File: src/rtl/pipeline_flow_ctrl.sv
// Control-flow sequencer: arbitrates PC-update sources, generates stalls/flushes,
// and parks a redirect while a fetch is outstanding so the stale response is dropped.
module pipeline_flow_ctrl #(
    parameter int              XLEN        = 32,
    parameter logic [XLEN-1:0] TRAP_VECTOR = 'h0000_0100
) (
    input  logic            clk,
    input  logic            arstn,
    input  logic            redirectValid,
    input  logic [XLEN-1:0] redirectTarget,
    input  logic            trapReq,
    input  logic            mretReq,
    input  logic [XLEN-1:0] mepc,
    input  logic            loadUse,
    input  logic            mduBusy,
    input  logic            ifBusy,
    input  logic            ifRespValid,
    output logic            pcWriteEn,
    output logic [1:0]      pcSelect,
    output logic [XLEN-1:0] targetPc,
    output logic            stallIf,
    output logic            stallId,
    output logic            stallEx,
    output logic            flushIfId,
    output logic            flushIdEx,
    output logic            flushExMem,
    output logic            mduKill,
    output logic            ifDiscard
);

    typedef enum logic {RUN, HOLD} state_e;

    localparam logic [1:0] SEL_SEQ  = 2'd0;
    localparam logic [1:0] SEL_TGT  = 2'd1;
    localparam logic [1:0] SEL_TRAP = 2'd2;
    localparam logic [1:0] SEL_MEPC = 2'd3;

    state_e          state_q, state_d;
    logic [1:0]      pendSel_q, pendSel_d;
    logic [XLEN-1:0] pendPc_q, pendPc_d;

    // Winning redirect-class request in RUN (trap > mret > branch/jump)
    logic            redirCls;
    logic [1:0]      reqSel;
    logic [XLEN-1:0] reqPc;

    // Effective pending selection in HOLD: a fresh trap replaces the parked one
    logic [1:0]      holdSel;
    logic [XLEN-1:0] holdPc;

    assign redirCls = trapReq | mretReq | redirectValid;
    assign holdSel  = trapReq ? SEL_TRAP : pendSel_q;
    assign holdPc   = trapReq ? TRAP_VECTOR : pendPc_q;

    always_comb begin
        reqSel = SEL_TGT;
        reqPc  = redirectTarget;
        if (trapReq) begin
            reqSel = SEL_TRAP;
            reqPc  = TRAP_VECTOR;
        end else if (mretReq) begin
            reqSel = SEL_MEPC;
            reqPc  = mepc;
        end
    end

    always_ff @(posedge clk or negedge arstn) begin
        if (!arstn) begin
            state_q   <= RUN;
            pendSel_q <= '0;
            pendPc_q  <= '0;
        end else begin
            state_q   <= state_d;
            pendSel_q <= pendSel_d;
            pendPc_q  <= pendPc_d;
        end
    end

    always_comb begin
        state_d   = state_q;
        pendSel_d = pendSel_q;
        pendPc_d  = pendPc_q;
        if (state_q == RUN) begin
            if (redirCls && ifBusy) begin
                state_d   = HOLD;
                pendSel_d = reqSel;
                pendPc_d  = reqPc;
            end
        end else begin
            pendSel_d = holdSel;
            pendPc_d  = holdPc;
            if (ifRespValid) state_d = RUN;
        end
    end

    always_comb begin
        pcWriteEn  = 1'b0;
        pcSelect   = SEL_SEQ;
        targetPc   = '0;
        stallIf    = 1'b0;
        stallId    = 1'b0;
        stallEx    = 1'b0;
        flushIfId  = 1'b0;
        flushIdEx  = 1'b0;
        flushExMem = 1'b0;
        mduKill    = 1'b0;
        ifDiscard  = 1'b0;
        if (!arstn) begin
            // all outputs stay low while reset is asserted
        end else if (state_q == HOLD) begin
            pcSelect   = holdSel;
            targetPc   = holdPc;
            flushIfId  = 1'b1;
            flushExMem = trapReq;
            mduKill    = trapReq;
            pcWriteEn  = ifRespValid;
            ifDiscard  = ifRespValid;
        end else if (redirCls) begin
            pcSelect   = reqSel;
            targetPc   = reqPc;
            pcWriteEn  = !ifBusy;
            flushIfId  = 1'b1;
            flushIdEx  = 1'b1;
            flushExMem = trapReq;
            mduKill    = trapReq;
        end else if (mduBusy) begin
            stallIf = 1'b1;
            stallId = 1'b1;
            stallEx = 1'b1;
        end else if (loadUse) begin
            stallIf   = 1'b1;
            stallId   = 1'b1;
            flushIdEx = 1'b1;
        end else begin
            pcWriteEn = !ifBusy;
        end
    end

endmodule

File: config.mk
export PLATFORM = sky130hd
export DESIGN_NAME = pipeline_flow_ctrl
export DESIGN_NICKNAME = d
export VERILOG_FILES = /design/src/rtl/pipeline_flow_ctrl.sv
export SDC_FILE = /design/constraint.sdc
export NUM_CORES = 1
export LEC_CHECK = 0
export CAP_MARGIN = 20
export CORE_UTILIZATION = 40
export DETAILED_ROUTE_END_ITERATION = 10
export PLACE_DENSITY = 0.91
export RECOVER_POWER = 50
export SETUP_SLACK_MARGIN = 0.2
export SYNTH_ARGS = -nofsm -noshare
export SYNTH_HDL_FRONTEND = slang
export SYNTH_SLANG_ARGS = --single-unit
File: constraint.sdc
create_clock -name clk -period 5.9 [get_ports clk]
set_input_delay 1.77 -clock clk [delete_from_list [all_inputs] [get_ports clk]]
set_output_delay 1.77 -clock clk [all_outputs]
set_load 0.02 [all_outputs]
==> results of run 1 <==
## critical path, delay by kind of cell
| kind | cells | cell delay [ns] |
|---|---|---|
| simple gates | 2 | 0.31 |
| compound gates | 1 | 0.16 |
| buf+inv | 3 | 1.64 |
## through the flow
| step | hold WS [ns] | util (%) | std cells | setup WS (ns) | total power, mW |
|---|---|---|---|---|---|
| after global placement | 0.4614 | 63.03 | 394 | 0.3151 | 0.5309 |
| after detailed placement | 0.4691 | 63.30 | 395 | 0.2116 | 0.5453 |
| after global routing | 0.4999 | 65.44 | 404 | 0.1282 | 0.7919 |
| after CTS | 0.4855 | 65.31 | 403 | 0.2104 | 0.7609 |
| final | 0.4848 | 65.44 | 404 | 0.2309 | 0.7594 |
| after floorplan | 0.4501 | - | 227 | 1.156 | 0.4263 |
## power breakdown
part | internal [mW] | leakage [nW] | switching [mW] | total, mW
clock | 0.126 | 0.0581 | 0.0909 | 0.217
sequential | 0.263 | 0.466 | 0.0183 | 0.281
combinational | 0.139 | 0.926 | 0.122 | 0.261
## cell type report
class                   count  share of cell area (%)
clock buffers               5                   1.875
clock inverters             3                   1.193
inverters                   3                  0.3069
multi-input cells         159                   36.45
flip-flops and latches     35                   23.87
well taps                  72                   2.455
repair buffers            127                   33.86
## logic make-up after synthesis
kind of cell           count (synthesis)  synth area share [%]
and+or+nand+nor                       49                 12.55
DFF                                   35                 36.90
muxes                                 32                 15.13
buffers and inverters                 33                 7.590
AOI/OAI and AO/OA                     78                 27.83
## routing by layer
metal | wire [um] | up-vias | global-route usage (%)
li1 | - | 1083 | -
met1 | 2940 | 1137 | 27.30
met2 | 3614 | 92 | 40.86
met3 | 410 | 9 | 3.678
met4 | 82 | 0 | 7.636
met5 | 0 | - | 0
## sequential cells by signal, indices dropped and copies added (netlist names)
register / flops
state_q: 1
pendSel_q: 2
pendPc_q: 32
## Yosys cell counts, types with 2 or more instances
cell and count:
a32oi_1 31, buf_4 2, and3_1 4, inv_1 3
nor2b_1 35, clkbuf_1 14, a22oi_1 2, buf_2 9
and2_1 2, o21ai_0 3, a22o_1 31, nor2_1 5
mux2_2 31, a21o_1 2, dfrtp_1 35, buf_6 5
## how the worst max path moves through the flow
| stage | start | to | slack [ns] |
|---|---|---|---|
| floorplan | trapReq | targetPc[10] | 1.16 |
| global placement | trapReq | pcWriteEn | 0.32 |
| detailed placement | trapReq | pcWriteEn | 0.21 |
| CTS | trapReq | pcWriteEn | 0.21 |
| global route | redirectValid | targetPc[18] | 0.13 |
| finish | redirectValid | targetPc[10] | 0.23 |
==> flow_summary_export.csv, run 1 <==
group,metric,value,unit
grt,grt_max_degree,34,
critical_path,max_stage_delay,0.67,ns
grt,grt_util_all_layers,22.71,%
clock_tree,ctsRootBufferMaster,"clkbuf_8",
grt,overflow,0,
critical_path,cp_cell_sequence,"dlygate4sd3_1, or2_1, buf_4, a32oi_1, nor2b_1, clkdlybuf4s50_1",
sta,rsz0062_at_grt,"false",
sta,fin_worst_skew,0.007603,ns
sta,timing.setup.tns,0,ns
layout,final_common_cell,"clkdlybuf4s50_1",
sta,hold_viol,0,
floorplan,start_util,42.32,%
sta,relSlewSlack,26.23,%
worst_hold_path,holdPathEnd,"pendSel_q[0]",
layout,layout_common_cells,"clkdlybuf4s50_1 (111), dfrtp_1 (35), nor2b_1 (34)",
sta,fmax,176.4,MHz
placement,io_buffer_count,115,
placement,dp_hpwl,4972,um
clock_tree,clock_latency,0.29,ns
detailed_routing,wire_per_inst,17.45,um
critical_path,cp-start-kind,"primary input",
synth,synth.distinct_cells,29,
clock_tree,cts.sinks,35,
floorplan,die_y,79.03,um
clock_tree,htree_num_levels,2,
clock_tree,cts_tree,"built",
synth,yosys.area.top_type,"dfrtp_1",
job,maxCapViolCount,0,
placement,placed_area,0.003550,sq mm
layout,ff_latch_area,875.8,sq um
clock_tree,ctsHoldBuffers,0,
detailed_routing,vias,2321,
worst_hold_path,hp-class,"flip-flop to flip-flop",
layout,syn_to_final_growth,54.61,%
clock_tree,cts-buffers-inserted,5,
synth,synth_area,0.002374,sq mm
grt,antenna_found_initial,0,
floorplan,core_area,0.005608,sq mm
synth,yosys_warnings,0,
critical_path,cp.arrival,3.90,ns
detailed_routing,wl,7048,um
critical_path,critPathMaxFanout,33,
clock_tree,ctsResizeCount,0,
floorplan,die_width,79.03,um
synth,ys_ff_latch,35,
critical_path,r2r_slack,3.30,ns
critical_path,crit_slowest_cell,"dlygate4sd3_1",
detailed_routing,drc,0,
critical_path,end_kind,"primary output",
critical_path,reg2reg_to,"pendPc_q[9]",
placement,gp_congestion,0.7885,
worst_hold_path,holdCritStartpoint,"pendSel_q[0]",
synth,ys_top_cells_by_area,"dfrtp_1 (37%), mux2_2 (15%), a22o_1 (11%)",
layout,num-fill-cells,460,
floorplan,row_count,27,
run_status,status,"completed",
synth,yosys.area.top_type_share,36.90,%
power,p_leak,1.450,nW
synth,synth.net_count,300,
layout,multiInputGateArea,0.001338,sq mm
clock_tree,clock_path_buffers,2,
clock_tree,clk_pin_slew_worst_paths,0.07,ns
detailed_routing,detail-route-antenna-nets,0,
sta,setup_violations,0,
sta,worst_slew_pin_slew,1.107,ns
power,powerDensity,206.9,mW/mm^2
critical_path,r2r_cells,5,
synth,syn_avg_cell_area,10.46,sq um
power,ir_worst_vdd,135.5,uV
clock_tree,postCtsSetupRepairBufs,0,
floorplan,io_pins,116,
synth,async_reset_ff_share,100.0,%
critical_path,r2r-start,"state_q",
detailed_routing,dr.pass1.iters,4,
grt,grt_pass1_wl,11160,um
layout,diodes,0,
critical_path,crit_type,"primary input to primary output",
critical_path,critPathRequiredTime,4.13,ns
synth,synthFlopType,"dfrtp_1",
layout,layout.nets,404,
sta,final.min_clock_period,5.669,ns
detailed_routing,drt_iter0_markers,115,
worst_hold_path,whs_path_depth,1,
sta,period_share,96.09,%
synth,syn-instance-count,227,
layout,postLayoutCellArea,0.003670,sq mm
detailed_routing,routed_via_density,5.745,
synth,seq_area_frac_synth,36.90,%
synth,synth_edf_count,0,
grt,first_global_vias,2340,
floorplan,dieArea,0.006246,sq mm
sta,maxSlewViolCount,0,
layout,drive_gt1_share,16.57,%
Note: power is estimated with default switching activity, not from simulation.
==> inputs of run 2 (changes only) <==
SETUP_SLACK_MARGIN = not set   (was 0.2)
==> flow_summary_export.csv, run 2 (synthesis gave the netlist of run 1 again) <==
group,metric,value,unit
run_status,status,"completed",
placement,io_buffer_count,115,
sta,final.min_clock_period,5.707,ns
sta,timing.setup.tns,0,ns
floorplan,row_count,27,
grt,grt_pass1_wl,11160,um
layout,final_common_cell,"clkdlybuf4s50_1",
floorplan,die_width,79.03,um
clock_tree,cts.sinks,35,
detailed_routing,wl,7026,um
placement,placed_area,0.003550,sq mm
sta,rsz0062_at_grt,"false",
detailed_routing,wire_per_inst,17.39,um
grt,overflow,0,
sta,fin_worst_skew,0.008576,ns
clock_tree,clock_path_buffers,2,
critical_path,critPathMaxFanout,9,
sta,setup_violations,0,
worst_hold_path,hp-class,"flip-flop to flip-flop",
placement,dp_hpwl,4972,um
grt,first_global_vias,2340,
job,maxCapViolCount,0,
clock_tree,ctsResizeCount,0,
layout,top_regs,"pendPc_q x32, pendSel_q x2, state_q x1",
clock_tree,cts_tree,"built",
layout,largest-register,"pendPc_q",
sta,period_share,96.73,%
critical_path,max_stage_delay,0.64,ns
grt,antenna_found_initial,0,
sta,worst_slew_pin_slew,1.121,ns
clock_tree,clk_pin_slew_worst_paths,0.07,ns
critical_path,crit_type,"primary input to primary output",
clock_tree,cts-buffers-inserted,5,
layout,fin_util,65.28,%
floorplan,io_pins,116,
floorplan,start_util,42.32,%
sta,hold_viol,0,
detailed_routing,vias,2321,
layout,diodes,0,
critical_path,cp_cell_sequence,"clkdlybuf4s50_1, nor4_2, o21ai_0, and3_1, clkdlybuf4s50_1",
clock_tree,postCtsSetupRepairBufs,0,
critical_path,end_kind,"primary output",
clock_tree,ctsHoldBuffers,0,
detailed_routing,drt_iter0_markers,120,
sta,relSlewSlack,25.30,%
floorplan,die_y,79.03,um
placement,dp_cells,395,
detailed_routing,dr.pass1.iters,4,
layout,largest_reg_flops,32,
critical_path,cp-start-kind,"primary input",
power,p_leak,1.448,nW
clock_tree,clock_latency,0.29,ns
floorplan,dieArea,0.006246,sq mm
layout,layout.nets,404,
detailed_routing,detail-route-antenna-nets,0,
detailed_routing,routed_via_density,5.745,
placement,gp_congestion,0.7885,
critical_path,cpMostUsedCell,"clkdlybuf4s50_1",
clock_tree,ctsRootBufferMaster,"clkbuf_8",
critical_path,cp.arrival,3.94,ns
critical_path,critPathRequiredTime,4.13,ns
layout,num-fill-cells,460,
sta,hold-worst-slack,0.4850,ns
power,powerDensity,206.8,mW/mm^2
detailed_routing,drc,0,
grt,grt_max_degree,34,
layout,drive_gt1_share,16.57,%
layout,postLayoutCellArea,0.003661,sq mm
sta,fmax,175.2,MHz
sta,maxSlewViolCount,0,
layout,layout_common_cells,"clkdlybuf4s50_1 (112), dfrtp_1 (35), nor2b_1 (34)",
floorplan,core_area,0.005608,sq mm
clock_tree,htree_num_levels,2,
power,ir_worst_vdd,134.8,uV
grt,grt_util_all_layers,22.71,%
layout,syn_to_final_growth,54.24,%
layout,fin_cells,404,
critical_path,crit_slowest_cell,"nor4_2",
==> run 2: changes by cell type in the layout (fill, tap and decap cells not counted) <==
cell / before / now
dlygate4sd3_1: 2 / 1
clkdlybuf4s50_1: 111 / 112
or2_0: 0 / 1
nor4_4: 1 / 0
or2_1: 1 / 0
nor4_2: 0 / 1
==> run 2: final cells by class <==
type	instances	area, sq um	area share [%]
clock inverter	3	43.79	1.196
tap	72	90.09	2.461
clock buffer	5	68.82	1.880
multi-input combinational	159	1329	36.30
timing repair buffer	127	1242	33.94
sequential	35	875.8	23.92
inverter	3	11.26	0.3076
==> run 2: final timing paths <==
kind                                   start      endpoint  slack (ns)  cells past startpoint
max in group asynchronous              arstn  pendPc_q[31]        3.13                      3
worst max-delay path                 trapReq     pcWriteEn        0.19                      5
worst min register to register  pendSel_q[0]  pendSel_q[0]        0.48                      1
worst min-delay path            pendSel_q[0]  pendSel_q[0]        0.48                      1
worst max register to register       state_q   pendPc_q[9]        3.34                      5
min in group asynchronous              arstn  pendSel_q[0]        1.59                      1
==> run 2: power breakdown <==
group | switching (mW) | internal (mW) | leakage, nW
clock network | 0.0903 | 0.126 | 0.0581
registers | 0.0175 | 0.263 | 0.466
logic | 0.122 | 0.139 | 0.923
total | 0.230 | 0.528 | 1.45
==> run 2: routing by layer <==
metal	GRT usage, %	wire length (um)	up-vias	part of all wire [%]
met5	0	0	-	0
met3	3.678	463	9	6.6
met1	27.30	2874	1124	41
li1	-	-	1083	-
met4	7.636	83	0	1.2
met2	40.86	3605	105	51
==> run 2: stage by stage <==
step	power (mW)	setup WS [ns]
2_1_floorplan	0.4263	1.156
3_3_place_gp	0.5309	0.3151
3_5_place_dp	0.5453	0.2116
4_1_cts	0.7609	0.2104
5_1_grt	0.7910	0.09037
6_report	0.7572	0.1927
==> run 2: critical path, delay by kind of cell <==
family,cells,cell delay [ns]
AND/OR/NAND/NOR,2,0.86
buffers and inverters,2,1.12
AO/OA/AOI/OAI,1,0.19
==> inputs of run 3 (changes only) <==
CTS_CLUSTER_DIAMETER = 120   (was not set)
==> results of run 3 <==
Same layout as run 2: the final DEF is identical, and so are final timing and power.
